===== config.mk =====
export PLATFORM = sky130hd
export DESIGN_NAME = pipe_elastic_stage
export DESIGN_NICKNAME = d
export VERILOG_FILES = /design/src/rtl/mips_core_pkg.sv /design/src/rtl/pipe_elastic_mem.sv /design/src/rtl/pipe_elastic_stage.sv
export SDC_FILE = /design/constraint.sdc
export NUM_CORES = 1
export LEC_CHECK = 0
export CAP_MARGIN = 20
export CORE_MARGIN = 4
export CORE_UTILIZATION = 45
export CTS_CLUSTER_SIZE = 40
export DETAILED_ROUTE_END_ITERATION = 12
export MAX_ROUTING_LAYER = met4
export PLACE_DENSITY = 0.76
export SLEW_MARGIN = 0
export SYNTH_ARGS = -nofsm -noshare
export SYNTH_HDL_FRONTEND = slang
export SYNTH_SLANG_ARGS = --single-unit

===== constraint.sdc =====
create_clock -name clk -period 2.15 [get_ports clk]
set_input_delay 0.43 -clock clk [delete_from_list [all_inputs] [get_ports clk]]
set_output_delay 0.43 -clock clk [all_outputs]
set_load 0.02 [all_outputs]

===== src/rtl/mips_core_pkg.sv =====
// Shared constants and types for the elastic pipeline stage.
package mips_core_pkg;

  localparam int unsigned WIDTH_MIN = 1;
  localparam int unsigned WIDTH_MAX = 256;
  localparam int unsigned DEPTH_MIN = 1;
  localparam int unsigned DEPTH_MAX = 8;

  // Occupancy status of a buffered stage
  typedef enum logic [1:0] {
    OCC_EMPTY   = 2'd0,
    OCC_PARTIAL = 2'd1,
    OCC_FULL    = 2'd2
  } occ_status_e;

  // Pointer width; a single-entry buffer still gets a 1-bit pointer
  function automatic int unsigned addr_width(input int unsigned depth);
    return (depth > 1) ? $clog2(depth) : 1;
  endfunction

endpackage


===== src/rtl/pipe_elastic_mem.sv =====
// Storage array for the elastic stage: one write port, async read, sync clear.
module pipe_elastic_mem
  import mips_core_pkg::*;
#(
  parameter int unsigned WIDTH = 32,
  parameter int unsigned DEPTH = 2,
  parameter int unsigned AW    = addr_width(DEPTH)
) (
  input  logic          clk,
  input  logic          i_clear,
  input  logic          i_we,
  input  logic [AW-1:0] i_waddr,
  input  logic [WIDTH-1:0] i_wdata,
  input  logic [AW-1:0] i_raddr,
  output logic [WIDTH-1:0] o_rdata
);

  logic [WIDTH-1:0] r_mem [DEPTH];

  // Clear has priority over write
  always_ff @(posedge clk) begin
    if (i_clear) begin
      for (int unsigned i = 0; i < DEPTH; i++) begin
        r_mem[i] <= '0;
      end
    end else if (i_we) begin
      r_mem[i_waddr] <= i_wdata;
    end
  end

  assign o_rdata = r_mem[i_raddr];

endmodule


===== src/rtl/pipe_elastic_stage.sv =====
// Elastic pipeline stage: in-order circular buffer with registered handshakes.
module pipe_elastic_stage
  import mips_core_pkg::*;
#(
  parameter int unsigned WIDTH          = 32,
  parameter int unsigned DEPTH          = 2,
  parameter int unsigned CLEAR_ON_FLUSH = 1
) (
  input  logic                       clk,
  input  logic                       rst,
  input  logic                       i_flush,
  input  logic                       i_valid,
  output logic                       o_ready,
  input  logic [WIDTH-1:0]           i_data,
  output logic                       o_valid,
  input  logic                       i_ready,
  output logic [WIDTH-1:0]           o_data,
  output logic [$clog2(DEPTH+1)-1:0] o_count
);

  localparam int unsigned AW = addr_width(DEPTH);
  localparam int unsigned CW = $clog2(DEPTH + 1);

  if (WIDTH < WIDTH_MIN || WIDTH > WIDTH_MAX) begin : g_bad_width
    $error("pipe_elastic_stage: WIDTH %0d out of range", WIDTH);
  end
  if (DEPTH < DEPTH_MIN || DEPTH > DEPTH_MAX) begin : g_bad_depth
    $error("pipe_elastic_stage: DEPTH %0d out of range", DEPTH);
  end
  if (CLEAR_ON_FLUSH > 1) begin : g_bad_clear
    $error("pipe_elastic_stage: CLEAR_ON_FLUSH must be 0 or 1");
  end

  logic [AW-1:0]    r_rd_ptr;
  logic [AW-1:0]    r_wr_ptr;
  logic [CW-1:0]    r_count;
  occ_status_e      w_status;
  logic             w_push;
  logic             w_pop;
  logic             w_mem_clear;
  logic             w_mem_we;
  logic [WIDTH-1:0] w_rdata;

  // Status derived from registered occupancy only
  always_comb begin
    w_status = OCC_PARTIAL;
    if (r_count == '0) begin
      w_status = OCC_EMPTY;
    end else if (r_count == CW'(DEPTH)) begin
      w_status = OCC_FULL;
    end
  end

  assign o_ready = (w_status != OCC_FULL);
  assign o_valid = (w_status != OCC_EMPTY);
  assign o_count = r_count;
  assign o_data  = o_valid ? w_rdata : '0;

  assign w_push = i_valid && o_ready;
  assign w_pop  = o_valid && i_ready;

  // Reset overrides flush, flush overrides the datapath write
  assign w_mem_clear = rst || (i_flush && (CLEAR_ON_FLUSH != 0));
  assign w_mem_we    = w_push && !rst && !i_flush;

  // Pointer and occupancy update; explicit wrap handles non-power-of-two depths
  always_ff @(posedge clk) begin
    if (rst || i_flush) begin
      r_rd_ptr <= '0;
      r_wr_ptr <= '0;
      r_count  <= '0;
    end else begin
      if (w_push) begin
        r_wr_ptr <= (r_wr_ptr == AW'(DEPTH - 1)) ? '0 : r_wr_ptr + AW'(1);
      end
      if (w_pop) begin
        r_rd_ptr <= (r_rd_ptr == AW'(DEPTH - 1)) ? '0 : r_rd_ptr + AW'(1);
      end
      if (w_push && !w_pop) begin
        r_count <= r_count + CW'(1);
      end else if (w_pop && !w_push) begin
        r_count <= r_count - CW'(1);
      end
    end
  end

  pipe_elastic_mem #(
    .WIDTH (WIDTH),
    .DEPTH (DEPTH),
    .AW    (AW)
  ) u_mem (
    .clk     (clk),
    .i_clear (w_mem_clear),
    .i_we    (w_mem_we),
    .i_waddr (r_wr_ptr),
    .i_wdata (i_data),
    .i_raddr (r_rd_ptr),
    .o_rdata (w_rdata)
  );

endmodule

==> flow_summary_export.csv <==
group,metric,value,unit
worst_hold_path,hold_class,"register to register",
global_routing,grt_usage,14.73,%
global_routing,grt_pass1_vias,1991,
place,routabilityCongestion,0.7095,
global_routing,grt_pass1_wl,9.204,mm
place,port_buffers,72,
clocking,clock_latency,0.33,ns
place,placed_cell_area,4073,um2
worst_setup_path,cp.required,1.72,ns
clocking,postCtsSetupBuffers,0,
worst_setup_path,crit_arrival,1.68,ns
global_routing,gr-total-overflow,0,
timing,slew_violations,0,
clocking,cts_tree,"yes",
clocking,clockRootBuffer,"clkbuf_8",
finish,finalNetCount,358,
finish,final_common_cell,"edfxtp_1",
logic_synthesis,syn_avg_cell_area,13.23,um2
finish,syn_to_final_growth,37.31,%
floorplan,core-area,6794,um2
logic_synthesis,synth_warnings,0,
worst_setup_path,crit_path_start_kind,"register",
timing,setup_tns,0,ns
floorplan,die_area,8368,um2
timing,fin_crit_sh,98.09,%
drt,drtAntennaViolNets,0,
drt,wirelength,5.869,mm
logic_synthesis,synth_top_area_cell,"edfxtp_1",
floorplan,die_h,91.48,um
timing,fmax,474.2,MHz
clocking,cts_buffers,9,
global_routing,grt_max_degree,33,
clocking,cts_sinks,69,
logic_synthesis,ys_top_cells_by_area,"edfxtp_1 (61%), mux2i_1 (10%), and2_1 (7.2%), and2_2 (6.7%), nor2_1 (4.5%)",
finish,diodes,0,
worst_setup_path,path_class,"register to output port",
worst_setup_path,worstSetupEndpointType,"output port",
pwr,total_leakage_power,1.880,nW
logic_synthesis,syn-cell-area,3136,um2
timing,layout_setup_ws,0.04110,ns
timing,tightest_slew,0.3430,ns
timing,fin_crit,2.109,ns
drt,drtIter0Drc,60,
floorplan,io_pins,73,
finish,layout_common_cells,"edfxtp_1 (64), clkdlybuf4s50_1 (44), nor2_1 (37)",
timing,skew,0.009161,ns
place,dp_hpwl,4.119,mm
pwr,worst_ir_drop_vdd,0.0003765,V
logic_synthesis,syn-num-nets,275,
floorplan,die_w,91.48,um
finish,layout-drive-gt1-share,19.08,%
status,status,"completed",
timing,hold_viol_final,0,
timing,slew_headroom,76.89,%
drt,wl_per_cell,13.94,um
floorplan,start_util,46.15,%
floorplan,rows,30,
drt,vias,1955,
pwr,power.density,710.6,nW/um2
drt,drtPass1Iterations,4,
timing,finalSetupViolCount,0,
timing,rsz0062_at_grt,"no",
logic_synthesis,synth_edf_count,64,
clocking,h-tree-depth,3,
logic_synthesis,yosys_most_used_dff,"edfxtp_1",
logic_synthesis,postSynthCellCount,237,
logic_synthesis,async_reset_ff_share,0,%
logic_synthesis,synth-seq-area-share,64.49,%
clocking,clockBufferDepth,2,
place,dp_slack,0.09188,ns
logic_synthesis,synth.distinct_cells,21,
finish,design_area,4305,um2
logic_synthesis,synth_seq_cells,69,
flow_run,cap_viol_max_count,0,
worst_setup_path,crit_path_max_fanout,16,
pwr,power.total,3.060,mW
clocking,path_clk_slew,0.07,ns
drt,route.detailed.drc,0,
logic_synthesis,yosysTopAreaCellShare,61.29,%
global_routing,antenna_found_initial,0,
drt,avgViaCountPerCell,4.644,
==> what timing repair did <==
item	in CTS	in global routing
pin swaps	0	0
hold endpoints to repair	0	0
hold buffers	0	0
endpoints found under the setup margin	33	12
gates resized for setup	19	12
==> per-stage QoR <==
step,hold slack [ns],utilization (%),std cells
floorplan,0.4725,-,237
global placement,0.4921,59.94,405
detailed placement,0.5052,59.94,405
CTS,0.5248,62.93,421
global route,0.5446,63.37,421
finish,0.5178,63.37,421
==> registers in the layout, summed over array words and instances, names as in the netlist, named ones only <==
name	count
o_count	2
r_wr_ptr	1
u_mem.r_mem	64
r_rd_ptr	1
==> where the power goes <==
group          switching, mW  internal [mW]
Sequential            0.0242           1.54
Combinational          0.186          0.188
Clock                  0.472          0.647
==> worst max-delay path, stage by stage (launching register included) <==
cell             delay, ns
dfxtp_2               0.38
buf_12                0.18
mux2i_1               0.19
nor2_1                0.05
clkdlybuf4s50_1       0.53
==> cell usage after synthesis, types with 2 or more instances <==
library cell / count
a21oi_1: 2
mux2i_1: 32
buf_2: 4
inv_1: 3
o21ai_0: 3
and2_2: 28
edfxtp_1: 64
dfxtp_1: 5
clkbuf_2: 6
xor2_1: 3
and2_1: 36
clkbuf_1: 4
nor2_1: 38
or3_1: 2
==> routing by layer <==
layer  global-route usage [%]  wire [um]
met1                    16.31       2310
met2                    25.87       3232
met3                    2.154        245
met4                    7.161         80
met5                        -          0
==> final cells by class <==
class	instances	area (um2)
clock buffers	9	123.9
clock inverters	7	88.84
fillers	563	2489
inverters	3	11.26
multi-input cells	151	1047
flip-flops and latches	69	2024
well taps	96	120.1
repair buffers	86	889.6
==> final timing paths <==
check	from	endpoint	slack, ns	cells past startpoint
setup / recovery	register	o_data[24]	0.04	4
hold / removal	r_rd_ptr	r_rd_ptr	0.52	2
setup reg to reg	o_count[0]	o_count[1]	0.44	5
hold reg to reg	r_rd_ptr	r_rd_ptr	0.52	2
==> logic make-up (layout without fill, tap and decap cells) <==
logic type	count (synthesis)	in the layout	share of synthesized area [%]
and+or+nand+nor	110	110	20.83
DFF	69	69	64.49
muxes	32	32	10.22
buffers and inverters	17	105	2.434
AOI/OAI and AO/OA	5	5	0.7980
xor gates and xnor gates	3	3	0.8381
adders and majority gates	1	1	0.3990
(Power assumes the default switching activity.)
